[src/rtl/wb_port_arbiter_if.sv]
// wb_port_arbiter_if: pipeline/MDU write requests in, register-file write port and stall out.
interface wb_port_arbiter_if;
  logic        Pipe_RegWrite;
  logic [4:0]  Pipe_WriteReg;
  logic [31:0] Pipe_Data;
  logic        MDU_Valid;
  logic [4:0]  MDU_WriteReg;
  logic [31:0] MDU_Data;
  logic        MDU_Ready;
  logic        RF_RegWrite;
  logic [4:0]  RF_WriteReg;
  logic [31:0] RF_WriteData;
  logic        Stall_Out;
  modport master (
    output Pipe_RegWrite, Pipe_WriteReg, Pipe_Data, MDU_Valid, MDU_WriteReg, MDU_Data,
    input  MDU_Ready, RF_RegWrite, RF_WriteReg, RF_WriteData, Stall_Out
  );
  modport slave (
    input  Pipe_RegWrite, Pipe_WriteReg, Pipe_Data, MDU_Valid, MDU_WriteReg, MDU_Data,
    output MDU_Ready, RF_RegWrite, RF_WriteReg, RF_WriteData, Stall_Out
  );
endinterface

[src/rtl/wb_port_arbiter.sv]
// wb_port_arbiter: shares the register-file write port between WB and a buffered MDU with starvation forcing.
// Optional WB_ARB_BYPASS_EN lets an MDU result skip the empty FIFO when the port is idle.
module wb_port_arbiter #(
  parameter int DEPTH        = 2,
  parameter int STARVE_LIMIT = 4
) (
  input logic Clk,
  input logic Reset,
  wb_port_arbiter_if.slave bus
);
  localparam int AW = $clog2(DEPTH);
  localparam int CW = $clog2(STARVE_LIMIT + 1);
  localparam logic [0:0] IDLE  = 1'b0;
  localparam logic [0:0] FORCE = 1'b1;
  logic [0:0]    state;
  logic [36:0]   mem [DEPTH];
  logic [AW-1:0] rd_ptr, wr_ptr;
  logic [AW:0]   count;
  logic [CW-1:0] starve, starve_nxt;
  logic          full, empty, pipe_gnt, head_gnt, byp_gnt, push, to_force;
  logic [4:0]    gnt_reg;
  logic [31:0]   gnt_data;
  assign full  = count == (AW+1)'(DEPTH);
  assign empty = count == '0;
  assign bus.MDU_Ready = !full;
  assign pipe_gnt = state == IDLE && bus.Pipe_RegWrite;
  assign head_gnt = !empty && (state == FORCE || !bus.Pipe_RegWrite);
`ifdef WB_ARB_BYPASS_EN
  assign byp_gnt = state == IDLE && !bus.Pipe_RegWrite && empty && bus.MDU_Valid;
`else
  assign byp_gnt = 1'b0;
`endif
  assign push = bus.MDU_Valid && !full && !byp_gnt;
  always_comb begin
    gnt_reg    = pipe_gnt ? bus.Pipe_WriteReg : head_gnt ? mem[rd_ptr][36:32] : bus.MDU_WriteReg;
    gnt_data   = pipe_gnt ? bus.Pipe_Data : head_gnt ? mem[rd_ptr][31:0] : bus.MDU_Data;
    starve_nxt = (head_gnt || empty) ? '0 : (starve == CW'(STARVE_LIMIT)) ? starve : starve + 1'b1;
    to_force   = state == IDLE && starve_nxt == CW'(STARVE_LIMIT);
  end
  // Storage carries no reset: entries are only visible through count.
  always_ff @(posedge Clk)
    if (push) mem[wr_ptr] <= {bus.MDU_WriteReg, bus.MDU_Data};
  always_ff @(posedge Clk or posedge Reset)
    if (Reset) begin
      state            <= IDLE;
      rd_ptr           <= '0;
      wr_ptr           <= '0;
      count            <= '0;
      starve           <= '0;
      bus.RF_RegWrite  <= 1'b0;
      bus.RF_WriteReg  <= '0;
      bus.RF_WriteData <= '0;
      bus.Stall_Out    <= 1'b0;
    end else begin
      state            <= to_force ? FORCE : IDLE;
      bus.Stall_Out    <= to_force;
      starve           <= starve_nxt;
      rd_ptr           <= rd_ptr + AW'(head_gnt);
      wr_ptr           <= wr_ptr + AW'(push);
      count            <= count + (AW+1)'(push) - (AW+1)'(head_gnt);
      bus.RF_RegWrite  <= (pipe_gnt || head_gnt || byp_gnt) && gnt_reg != '0;
      bus.RF_WriteReg  <= gnt_reg;
      bus.RF_WriteData <= gnt_data;
    end
endmodule

[src/flat_wrapper.sv]
// flat-port wrapper written by rule: the top's interface ports become plain ports
module wb_port_arbiter_flat 
#(
  parameter int DEPTH        = 2,
  parameter int STARVE_LIMIT = 4
)
  (Clk, Reset, bus_Pipe_RegWrite, bus_Pipe_WriteReg, bus_Pipe_Data, bus_MDU_Valid, bus_MDU_WriteReg, bus_MDU_Data, bus_MDU_Ready, bus_RF_RegWrite, bus_RF_WriteReg, bus_RF_WriteData, bus_Stall_Out);
  wb_port_arbiter_if bus_i ();
  input logic Clk;
  input logic Reset;
  input wire logic [$bits(bus_i.Pipe_RegWrite)-1:0] bus_Pipe_RegWrite;
  input wire logic [$bits(bus_i.Pipe_WriteReg)-1:0] bus_Pipe_WriteReg;
  input wire logic [$bits(bus_i.Pipe_Data)-1:0] bus_Pipe_Data;
  input wire logic [$bits(bus_i.MDU_Valid)-1:0] bus_MDU_Valid;
  input wire logic [$bits(bus_i.MDU_WriteReg)-1:0] bus_MDU_WriteReg;
  input wire logic [$bits(bus_i.MDU_Data)-1:0] bus_MDU_Data;
  output wire logic [$bits(bus_i.MDU_Ready)-1:0] bus_MDU_Ready;
  output wire logic [$bits(bus_i.RF_RegWrite)-1:0] bus_RF_RegWrite;
  output wire logic [$bits(bus_i.RF_WriteReg)-1:0] bus_RF_WriteReg;
  output wire logic [$bits(bus_i.RF_WriteData)-1:0] bus_RF_WriteData;
  output wire logic [$bits(bus_i.Stall_Out)-1:0] bus_Stall_Out;
  assign bus_i.Pipe_RegWrite = bus_Pipe_RegWrite;
  assign bus_i.Pipe_WriteReg = bus_Pipe_WriteReg;
  assign bus_i.Pipe_Data = bus_Pipe_Data;
  assign bus_i.MDU_Valid = bus_MDU_Valid;
  assign bus_i.MDU_WriteReg = bus_MDU_WriteReg;
  assign bus_i.MDU_Data = bus_MDU_Data;
  assign bus_MDU_Ready = bus_i.MDU_Ready;
  assign bus_RF_RegWrite = bus_i.RF_RegWrite;
  assign bus_RF_WriteReg = bus_i.RF_WriteReg;
  assign bus_RF_WriteData = bus_i.RF_WriteData;
  assign bus_Stall_Out = bus_i.Stall_Out;
  wb_port_arbiter #(.DEPTH(DEPTH), .STARVE_LIMIT(STARVE_LIMIT)) u_core (.Clk(Clk), .Reset(Reset), .bus(bus_i));
endmodule
[config.mk]
export PLATFORM = sky130hd
export DESIGN_NAME = wb_port_arbiter_flat
export DESIGN_NICKNAME = d
export VERILOG_FILES = /design/src/rtl/wb_port_arbiter_if.sv /design/src/rtl/wb_port_arbiter.sv /design/src/flat_wrapper.sv
export SDC_FILE = /design/constraint.sdc
export NUM_CORES = 1
export LEC_CHECK = 0
export BUFFER_PORTS_ARGS = -buffer_cell sky130_fd_sc_hd__clkbuf_2
export CAP_MARGIN = 20
export CORE_AREA = 2 2 98 100
export CTS_CLUSTER_SIZE = 30
export DETAILED_ROUTE_END_ITERATION = 8
export DIE_AREA = 0 0 100 102
export GPL_TIMING_DRIVEN = 0
export HOLD_SLACK_MARGIN = 0.15
export PLACE_DENSITY = 0.77
export SYNTH_ARGS = -nofsm -noshare
export SYNTH_HDL_FRONTEND = slang
export SYNTH_SLANG_ARGS = --single-unit
export TNS_END_PERCENT = 20
[constraint.sdc]
create_clock -name Clk -period 3 [get_ports Clk]
set_clock_uncertainty 0.15 [all_clocks]
set_input_delay 0.3 -clock Clk [delete_from_list [all_inputs] [get_ports Clk]]
set_output_delay 0.3 -clock Clk [all_outputs]
set_load 0.01 [all_outputs]
==> reports/summary.txt <==
first-pass GRT wire length - 19500 um
clock root buffer - clkbuf_8
clk sinks - 120
first-pass iteration count of the detailed router - 5
hpwl dp - 6930 um
commonest non-fill, non-tap cells in the layout - clkbuf_2 (117), dlygate4sd3_1 (92), edfxtp_1 (74)
DR vias - 3743
Leak - 3.14 nW
yosys synthesis warning count - 0
nets - 676
total negative slack - 0 ns
Tmin final - 2.79 ns
Post-synth ARST share - 38.3%
run status - finished clean
met3 wire len - 656 um
WL/cell - 17.6 um
core area - 9110 um2
post-synth top area cell - edfxtp_1
row cnt - 35
Fmax achieved - 359 MHz
pwr/cell area - 926 nW/um2
drt initial violations - 149
RSZ-0062 raised after global routing - no
CTS tree - done
top routing layer in use - met4
register area share after synthesis - 70.6%
Worst Tran Pin Value - 0.549 ns
CTS Buf Count - 17
VDD IR-drop max - 0.000616 V
Distinct cells, synth - 30
critical path startpoint category - flip-flop
period utilization - 92.8%
Die X - 100 um
maximum root-to-sink buffer count - 2
Final Util - 78.5%
top_reg_cell synth - edfxtp_1
layout overhead on the synthesized area - 49.6%
gpl congestion - 0.743
Skew-Pair Late Insertion Delay - 0.51 ns
synth top area cells - edfxtp_1 (46%), dfrtp_1 (24%), mux2i_1 (7.7%)
setup violators final - 0
setup slack, reg-to-reg - 0.21 ns
initial antenna violation count - 0
Die Height - 102 um
Slew headroom - 63.4%
CTS resizes - 0
initial core utilization - 52.5%
Gate Count Post-Synth - 361
syn avg cell area - 13.2 um2
DIE AREA - 10200 um2
Min-Delay Path Class - input port to asynchronous set/reset pin
filler cell count - 549
max cap viols - 0
number of diodes - 0
WP data required - 3.25 ns
vias per inst - 5.23
GR Overflow Total - 0
Arrival @ worst endpoint - 3.03 ns
Max Fanout on Critical Path - 10
most common cell after layout, fill and taps aside - clkbuf_2
synthesis-stage register bit count - 120
Detail Route Antenna Nets - 0
Setup CP Type - flip-flop to flip-flop
met2 WL - 6800 um
GRT Util Overall - 25.6%
syn_nets - 445
post-synth top area share - 46.5%
Post-synth EDFFs - 74
I/O pins - 118
final-report max-slew violation count - 0
IO buf count - 117
largest net degree at the start of global routing - 29
post-layout power - 6.63 mW
vias in the first global route - 4023
mapped cell area - 4780 um2
nature of the critical path endpoint - flip-flop
H-tree lvl count - 4
Final Hold Viols - 0
share of layout cells above drive strength 1 - 28.1%
Met1 Routed Length - 4960 um
drt drc - 0
clock slew at reported path FFs - 0.06 ns
final WL - 12600 um
[layer usage]
metal  up-vias  global-route usage (%)
li1       1752                       -
met1      1821                    29.0
met2       149                    47.8
met3        21                    5.20
met4         0                    10.0
met5         -                       0
[power by group]
part | switching (mW) | internal, mW | total, mW
Clock | 0.751 | 1.46 | 2.21
Combinational | 1.15 | 0.884 | 2.04
Sequential | 0.140 | 2.24 | 2.38
[cell usage after synthesis, types with 2 or more instances]
library cell,count
ha_1,6
nand2_1,36
dfrtp_1,46
nor2_1,35
a21oi_1,34
buf_6,3
xnor2_1,2
edfxtp_1,74
o21ai_0,36
buf_1,3
a211oi_1,4
a21o_1,2
nor3_1,5
nor2b_1,2
mux2i_1,37
nand2b_1,2
inv_1,7
clkbuf_1,8
buf_2,8
[repair_timing]
item                       CTS  global route
hold endpoints to repair   160             0
hold buffers                92             0
setup endpoints to repair    0             0
setup buffers                0             0
[sequential cells by signal (all words and copies together) (netlist names)]
signal,cells
u_core.count,2
u_core.mem,74
u_core.bus.Stall_Out,1
u_core.bus.RF_WriteReg,5
u_core.bus.RF_WriteData,32
u_core.bus.RF_RegWrite,1
u_core.rd_ptr,1
u_core.starve,3
u_core.wr_ptr,1
[kinds of logic after synthesis]
| logic type | count (synthesis) | share of synthesized area [%] |
|---|---|---|
| AOI/OAI and AO/OA | 80 | 9.13 |
| xor gates and xnor gates | 3 | 0.550 |
| adders and majority gates | 6 | 1.57 |
| buffers and inverters | 29 | 2.96 |
| DFF | 120 | 70.6 |
| muxes | 37 | 7.75 |
| and+or+nand+nor | 86 | 7.49 |
[critical path: stages (launching register included)]
cell and delay [ns]:
dfrtp_1 0.38, buf_6 0.14, nor2_1 0.26, buf_2 0.29, buf_1 0.43, nor2_1 0.12, a21oi_1 0.16, o21ai_0 0.13
dlygate4sd3_1 0.59
[cell type report]
type / count / area, um2 / area share (%)
plain buffers: 22 / 115 / 1.61
clock buffers: 18 / 428 / 5.98
clock inverters: 14 / 220 / 3.08
inverters: 7 / 26.3 / 0.367
multi-input cells: 212 / 1270 / 17.8
flip-flops and latches: 120 / 3370 / 47.1
well taps: 111 / 139 / 1.94
repair buffers: 212 / 1580 / 22.1
[through the flow]
step / worst slack [ns] / hold slack, ns / area [um2] / cells
6_report: 0.215 / 0.206 / 7150 / 716
5_1_grt: 0.0650 / 0.260 / 7150 / 716
4_1_cts: 0.308 / 0.181 / 7150 / 716
3_5_place_dp: 0.486 / 0.164 / 5590 / 592
3_3_place_gp: 0.235 / 0.355 / 5510 / 589
2_1_floorplan: 0.731 / 0.249 / 4780 / 361
[worst paths after layout]
path,from,end,cells after the start
setup / recovery,u_core.count[1],u_core.bus.RF_WriteData[14],8
hold reg to reg,u_core.count[1],u_core.count[1],2
min in group Clk,bus_Pipe_RegWrite,u_core.bus.RF_WriteReg[0],4
setup reg to reg,u_core.count[1],u_core.bus.RF_WriteData[14],8
hold / removal,Reset,u_core.bus.RF_WriteData[14],3
max in group asynchronous,Reset,u_core.starve[1],4
(Power assumes the default switching activity.)
